===== config.mk =====
export PLATFORM = sky130hd
export DESIGN_NAME = maple_tx_frame_buffer
export DESIGN_NICKNAME = d
export VERILOG_FILES = /design/src/rtl/maple_pkg.sv /design/src/rtl/maple_byte_ram.sv /design/src/rtl/maple_tx_frame_buffer.sv
export SDC_FILE = /design/constraint.sdc
export NUM_CORES = 1
export LEC_CHECK = 0
export CAP_MARGIN = 10
export CORE_AREA = 8 8 146 148
export DETAILED_ROUTE_END_ITERATION = 8
export DIE_AREA = 0 0 154 156
export PLACE_DENSITY_LB_ADDON = 0.3
export RECOVER_POWER = 100
export SYNTH_ARGS = -nofsm -noshare
export SYNTH_HDL_FRONTEND = slang
export SYNTH_HIERARCHICAL = 1
export SYNTH_SLANG_ARGS = --single-unit

===== constraint.sdc =====
create_clock -name clk -period 3.3 [get_ports clk]
set_input_delay 0.66 -clock clk [delete_from_list [all_inputs] [get_ports clk]]
set_output_delay 0.66 -clock clk [all_outputs]
set_load 0.03 [all_outputs]

===== src/rtl/maple_pkg.sv =====
// Shared Maple bus definitions: one-hot transmit state encoding, byte width and
// the XOR checksum accumulate helper reused by the receive path.
package maple_pkg;

  localparam int MAPLE_BYTE_W = 8;

  typedef enum logic [3:0] {
    ST_FILL  = 4'b0001,
    ST_SEND  = 4'b0010,
    ST_CKSUM = 4'b0100,
    ST_DRAIN = 4'b1000
  } maple_tx_state_e;

  function automatic logic [MAPLE_BYTE_W-1:0] maple_xor_acc(
    input logic [MAPLE_BYTE_W-1:0] acc,
    input logic [MAPLE_BYTE_W-1:0] b
  );
    return acc ^ b;
  endfunction

endpackage


===== src/rtl/maple_byte_ram.sv =====
// DEPTH x 8 frame storage with one synchronous write port and an asynchronous
// read port so the head byte can be presented show-ahead.
module maple_byte_ram
  import maple_pkg::*;
#(
  parameter int DEPTH  = 16,
  parameter int ADDR_W = 4
) (
  input  logic                    clk,
  input  logic                    we,
  input  logic [ADDR_W-1:0]       waddr,
  input  logic [MAPLE_BYTE_W-1:0] wdata,
  input  logic [ADDR_W-1:0]       raddr,
  output logic [MAPLE_BYTE_W-1:0] rdata
);

  logic [MAPLE_BYTE_W-1:0] mem_r [DEPTH];

  // Write port; entries are only read back after being written in the same frame.
  always_ff @(posedge clk) begin
    if (we) begin
      mem_r[waddr] <= wdata;
    end
  end

  assign rdata = mem_r[raddr];

endmodule


===== src/rtl/maple_tx_frame_buffer.sv =====
// Maple transmit frame buffer: collects one frame, then feeds it byte by byte to the
// encoder. Define MAPLE_TX_CKSUM_EN to append the XOR checksum byte after the payload.
module maple_tx_frame_buffer
  import maple_pkg::*;
#(
  parameter int DEPTH  = 16,
  parameter int ADDR_W = 4
) (
  input  logic                    clk,
  input  logic                    reset,
  input  logic                    wr_en,
  input  logic [MAPLE_BYTE_W-1:0] wr_data,
  input  logic                    wr_last,
  output logic                    wr_ready,
  output logic                    ovf,
  output logic                    tx_enable,
  input  logic                    next,
  output logic [MAPLE_BYTE_W-1:0] data,
  output logic                    empty,
  input  logic                    done,
  output logic                    busy
);

  localparam logic [ADDR_W:0]   CNT_ONE  = {{ADDR_W{1'b0}}, 1'b1};
  localparam logic [ADDR_W:0]   CNT_FULL = {1'b1, {ADDR_W{1'b0}}};
  localparam logic [ADDR_W-1:0] PTR_ONE  = {{(ADDR_W-1){1'b0}}, 1'b1};

  maple_tx_state_e         state_r, state_s;
  logic [ADDR_W-1:0]       wr_ptr_r, rd_ptr_r;
  logic [ADDR_W:0]         count_r;
  logic                    drop_r, ovf_r, tx_enable_r;
  logic [MAPLE_BYTE_W-1:0] last_data_r, data_s, rd_data_s;
  logic                    empty_s, tx_en_s, store_s, pop_s, cap_s;
  logic                    drop_set_s, clear_s, ovf_s;
`ifdef MAPLE_TX_CKSUM_EN
  logic [MAPLE_BYTE_W-1:0] csum_r;
`endif

  maple_byte_ram #(.DEPTH(DEPTH), .ADDR_W(ADDR_W)) u_ram (
    .clk   (clk),
    .we    (store_s),
    .waddr (wr_ptr_r),
    .wdata (wr_data),
    .raddr (rd_ptr_r),
    .rdata (rd_data_s)
  );

  // Next-state logic and per-cycle datapath controls.
  always_comb begin
    state_s    = state_r;
    tx_en_s    = tx_enable_r;
    store_s    = 1'b0;
    pop_s      = 1'b0;
    cap_s      = 1'b0;
    drop_set_s = 1'b0;
    clear_s    = 1'b0;
    ovf_s      = 1'b0;
    case (state_r)
      ST_FILL: begin
        if (wr_en) begin
          if (count_r < CNT_FULL) begin
            store_s = 1'b1;
          end else begin
            drop_set_s = 1'b1;
          end
          // A closing byte that could not be stored also condemns the frame.
          if (wr_last) begin
            if (drop_r || (count_r == CNT_FULL)) begin
              clear_s = 1'b1;
              ovf_s   = 1'b1;
            end else begin
              state_s = ST_SEND;
              tx_en_s = 1'b1;
            end
          end else begin
            state_s = ST_FILL;
          end
        end else begin
          state_s = ST_FILL;
        end
      end
      ST_SEND: begin
        if (done) begin
          state_s = ST_FILL;
          tx_en_s = 1'b0;
          clear_s = 1'b1;
        end else if (next) begin
          pop_s = 1'b1;
          cap_s = 1'b1;
          if (count_r == CNT_ONE) begin
`ifdef MAPLE_TX_CKSUM_EN
            state_s = ST_CKSUM;
`else
            state_s = ST_DRAIN;
`endif
          end else begin
            state_s = ST_SEND;
          end
        end else begin
          state_s = ST_SEND;
        end
      end
`ifdef MAPLE_TX_CKSUM_EN
      ST_CKSUM: begin
        if (done) begin
          state_s = ST_FILL;
          tx_en_s = 1'b0;
          clear_s = 1'b1;
        end else if (next) begin
          cap_s   = 1'b1;
          state_s = ST_DRAIN;
        end else begin
          state_s = ST_CKSUM;
        end
      end
`endif
      ST_DRAIN: begin
        if (done) begin
          state_s = ST_FILL;
          tx_en_s = 1'b0;
          clear_s = 1'b1;
        end else begin
          state_s = ST_DRAIN;
        end
      end
      default: begin
        state_s = ST_FILL;
        tx_en_s = 1'b0;
        clear_s = 1'b1;
      end
    endcase
  end

  // Show-ahead head byte; outside active sending the last presented byte is held.
  always_comb begin
    data_s  = last_data_r;
    empty_s = 1'b1;
    case (state_r)
      ST_SEND: begin
        data_s  = rd_data_s;
        empty_s = 1'b0;
      end
`ifdef MAPLE_TX_CKSUM_EN
      ST_CKSUM: begin
        data_s  = csum_r;
        empty_s = 1'b0;
      end
`endif
      default: begin
        data_s  = last_data_r;
        empty_s = 1'b1;
      end
    endcase
  end

  // State, pointers, count, checksum and registered handshake outputs.
  always_ff @(posedge clk or negedge reset) begin
    if (!reset) begin
      state_r     <= ST_FILL;
      wr_ptr_r    <= '0;
      rd_ptr_r    <= '0;
      count_r     <= '0;
      drop_r      <= 1'b0;
      ovf_r       <= 1'b0;
      tx_enable_r <= 1'b0;
      last_data_r <= '0;
`ifdef MAPLE_TX_CKSUM_EN
      csum_r      <= '0;
`endif
    end else begin
      state_r     <= state_s;
      ovf_r       <= ovf_s;
      tx_enable_r <= tx_en_s;
      if (cap_s) begin
        last_data_r <= data_s;
      end
      if (clear_s) begin
        wr_ptr_r <= '0;
        rd_ptr_r <= '0;
        count_r  <= '0;
        drop_r   <= 1'b0;
`ifdef MAPLE_TX_CKSUM_EN
        csum_r   <= '0;
`endif
      end else begin
        if (store_s) begin
          wr_ptr_r <= wr_ptr_r + PTR_ONE;
          count_r  <= count_r + CNT_ONE;
`ifdef MAPLE_TX_CKSUM_EN
          csum_r   <= maple_xor_acc(csum_r, wr_data);
`endif
        end
        if (pop_s) begin
          rd_ptr_r <= rd_ptr_r + PTR_ONE;
          count_r  <= count_r - CNT_ONE;
        end
        if (drop_set_s) begin
          drop_r <= 1'b1;
        end
      end
    end
  end

  assign wr_ready  = (state_r == ST_FILL) && (count_r < CNT_FULL);
  assign busy      = (state_r != ST_FILL);
  assign ovf       = ovf_r;
  assign tx_enable = tx_enable_r;
  assign data      = data_s;
  assign empty     = empty_s;

endmodule

==> impl_metrics.env <==
export IMPL_fp_dieH_um=156
export IMPL_timing_max_slew_rel_slack=0.367
export IMPL_number_of_placed_instances_with_taps_included=643
export IMPL_fmax_ghz=0.313
export IMPL_switching_component_of_the_power_uw=1450
export IMPL_max_vdd_ir_drop_v=0.000310
export IMPL_worst_endpoint_required_ns=2.64
export IMPL_io_pins=27
export IMPL_setup_worst_path_end_class="primary output"
export IMPL_routed_vias=3474
export IMPL_seqCellArea_um2=4520
export IMPL_synth_largest_area_cell="edfxtp_1"
export IMPL_drt_first_pass_iters=5
export IMPL_setup_total_negative_slack_ns=0
export IMPL_fillerInstances=1720
export IMPL_p_leak_uw=0.00261
export IMPL_crit_reg2reg_launch="state_r[0]"
export IMPL_tritoncts_clock_tree="yes"
export IMPL_ys_seq_elements=155
export IMPL_critical_path_startpoint="rd_ptr_r[0]"
export IMPL_syn_to_final_growth_pct=17.7
export IMPL_finalInstanceArea_um2=7640
export IMPL_route_final_wire_length_mm=13.7
export IMPL_hold_crit_class="reg -> reg"
export IMPL_nNetsFinal=444
export IMPL_worstRegToRegCells=7
export IMPL_total_power_uw=5110
export IMPL_max_cap_viol_count=0
export IMPL_wire_per_inst_um=20.3
export IMPL_critPathArrivalTime_ns=2.53
export IMPL_cts_resized=10
export IMPL_syn_inst=364
export IMPL_detail_route_iter0_violations=220
export IMPL_worst_skew_pair_late_latency_ns=0.42
export IMPL_grt_total_usage=0.120
export IMPL_antenna_found_initial=0
export IMPL_synthesis_area_per_instance_um2=17.8
export IMPL_unrepaired_setup_endpoints_after_global_routing="false"
export IMPL_yosysWarnings=6
export IMPL_switching_share=0.284
export IMPL_synth_async_sr_flop_share=0.174
export IMPL_place_area_um2=7190
export IMPL_post_route_cells_drive_above_1_share=0.208
export IMPL_run_status="completed"
export IMPL_tritoncts_num_sinks=155
export IMPL_timing_worst_setup_path_type="reg -> out"
export IMPL_place_hpwl_mm=9.25
export IMPL_antenna_cells=0
export IMPL_clkTransAtPathRegs_ns=0.07
export IMPL_synth_edff_count=128
export IMPL_min_from="tx_enable"
export IMPL_final_count_of_negative_setup_slack_endpoints=0
export IMPL_worstHoldPathCells=1
export IMPL_first_pass_grt_wire_length_mm=21.6
export IMPL_final_hold_viol_count=0
export IMPL_worst_case_register_to_register_setup_slack_ns=0.33
export IMPL_post_synth_net_total=384
export IMPL_postSynth_topFlopCell="edfxtp_1"
export IMPL_count_of_final_max_slew_check_failures=0
export IMPL_startpoint_type="flop"
export IMPL_via_per_inst=5.15
export IMPL_rows=51
export IMPL_fp_coreArea_um2=19100
export IMPL_intPower_uw=3660
export IMPL_yosys_cell_types_count=43
export IMPL_antenna_violating_nets_post_route=0
export IMPL_comb_power_share=0.171
export IMPL_holdBufCountCts=0
export IMPL_register_share_of_total_power=0.473
export IMPL_tightestPinTransition_ns=0.946
export IMPL_cts_post_setup_buffers_inserted=0
export IMPL_critical_path_peak_fanout=18
export IMPL_cts_root_buffer="clkbuf_16"
export IMPL_syn_cell_area_um2=6490
export IMPL_cellPowerDensity_nw_per_um2=669
export IMPL_r2r_end="u_ram/mem_r[0][5]"
export IMPL_final_core_util=0.400
export IMPL_yosysTopAreaCellShare=0.592
export IMPL_num_cts_buffers=17
export IMPL_synth_top_cells_by_area="edfxtp_1 59%, dfrtp_1 10%, mux4_2 6.2%"
export IMPL_finalClockSkew_ns=0.00791
export IMPL_period_share=0.968
export IMPL_seq_area_frac_synth=0.697
export IMPL_first_global_vias=3631
export IMPL_placement_io_buffers=26
export IMPL_dieWidth_um=154
export IMPL_ctsHtreeMaxLevel=4
export IMPL_ctsLongestPathBuffers=2
export IMPL_drc=0
export IMPL_hold_path_endpoint="tx_enable"
export IMPL_area_of_the_multi_input_gates_um2=1810
export IMPL_fp_dieArea_um2=24000
export IMPL_globalplace_congestion=0.739
export IMPL_start_util=0.340
export IMPL_p_clk_frac=0.356
export IMPL_min_period_ns=3.19
export IMPL_fin_cells=675
export IMPL_gr_total_overflow=0
export IMPL_pin_count_of_the_biggest_net_entering_global_routing=36
-- synthesized netlist by cell type (all sizes together), types with 6 or more instances --
cell type  number
edfxtp        128
mux4           32
dfrtp          26
nor2           26
a22oi          17
mux2           16
nand2          16
buf            12
nand3          12
nor3            8
a21oi           7
ha              6
inv             6
-- registers in the layout, summed over array words and instances, names as in the netlist --
| register | flops |
|---|---|
| tx_enable | 1 |
| count_r | 5 |
| last_data_r | 8 |
| state_r | 3 |
| drop_r | 1 |
| ovf | 1 |
| rd_ptr_r | 4 |
| u_ram/mem_r | 128 |
| wr_ptr_r | 4 |
-- metal layers --
layer | global-route usage | wire length (um) | part of all wire
met5 | 0 | 0 | 0
met4 | 0.0397 | 97 | 0.0071
met3 | 0.0319 | 675 | 0.049
met2 | 0.197 | 6820 | 0.50
met1 | 0.152 | 6080 | 0.44
-- how the worst max path moves through the flow --
stage / end / slack (ns) / cells after the start
3_3_place_gp: data[4] / 0.19 / 6
4_1_cts: data[5] / 0.004 / 6
6_report: data[2] / 0.11 / 6
2_1_floorplan: u_ram/mem_r[0][0] / 0.47 / 6
3_5_place_dp: data[4] / 0.17 / 6
5_1_grt: data[4] / 0.008 / 6
-- per-stage QoR --
step                hold slack, ns  setup slack, ns
CTS                          0.505          0.00367
detailed placement           0.490            0.173
global route                 0.513          0.00826
finish                       0.492            0.106
global placement             0.480            0.186
floorplan                    0.364            0.471
-- placed cells by master, fill, tap and decap left out, types with 4 or more instances in the layout --
master             n
a21oi_1            7
mux2_2            14
nand3_1           11
clkbuf_2          11
clkbuf_16         17
inv_8              5
nand2_1           16
dlygate4sd3_1     14
nor3_1             8
clkbuf_1          18
o21ai_0            4
a22oi_1           14
clkdlybuf4s50_1    4
ha_1               6
xor2_1             4
buf_4              7
mux4_2            18
inv_1              6
nor2_1            26
edfxtp_1         128
nand2b_1           4
mux4_1            14
dfrtp_1           25
-- layout make-up --
class / instances / share of cell area
repair buffers: 57 / 0.0554
clock inverters: 14 / 0.0172
well taps: 238 / 0.0390
clock buffers: 18 / 0.0562
multi-input cells: 187 / 0.237
inverters: 6 / 0.00295
flip-flops and latches: 155 / 0.592
-- critical path, stage by stage (launching register included) --
cell     delay (ns)
dfrtp_2        0.41
buf_12         0.19
mux4_1         0.57
a22oi_1        0.33
nand2_1        0.12
mux2_2         0.31
buf_4          0.18
-- power groups by stage --
stage / registers [uW] / clock network [uW] / logic (uW)
after floorplan: 2420 / 0 / 608
after global placement: 2450 / 0 / 906
after detailed placement: 2460 / 0 / 923
after CTS: 2420 / 1860 / 922
after global routing: 2440 / 1930 / 961
final: 2420 / 1820 / 872
-- kinds of logic (layout without fill, tap and decap cells) --
group / count (synthesis) / after routing / synth area share
DFF: 155 / 155 / 0.697
and+or+nand+nor: 88 / 88 / 0.0723
muxes: 48 / 48 / 0.147
AOI/OAI and AO/OA: 38 / 38 / 0.0403
buffers and inverters: 22 / 95 / 0.0229
xor gates and xnor gates: 7 / 7 / 0.00945
adders and majority gates: 6 / 6 / 0.0116
(Power assumes the default switching activity.)
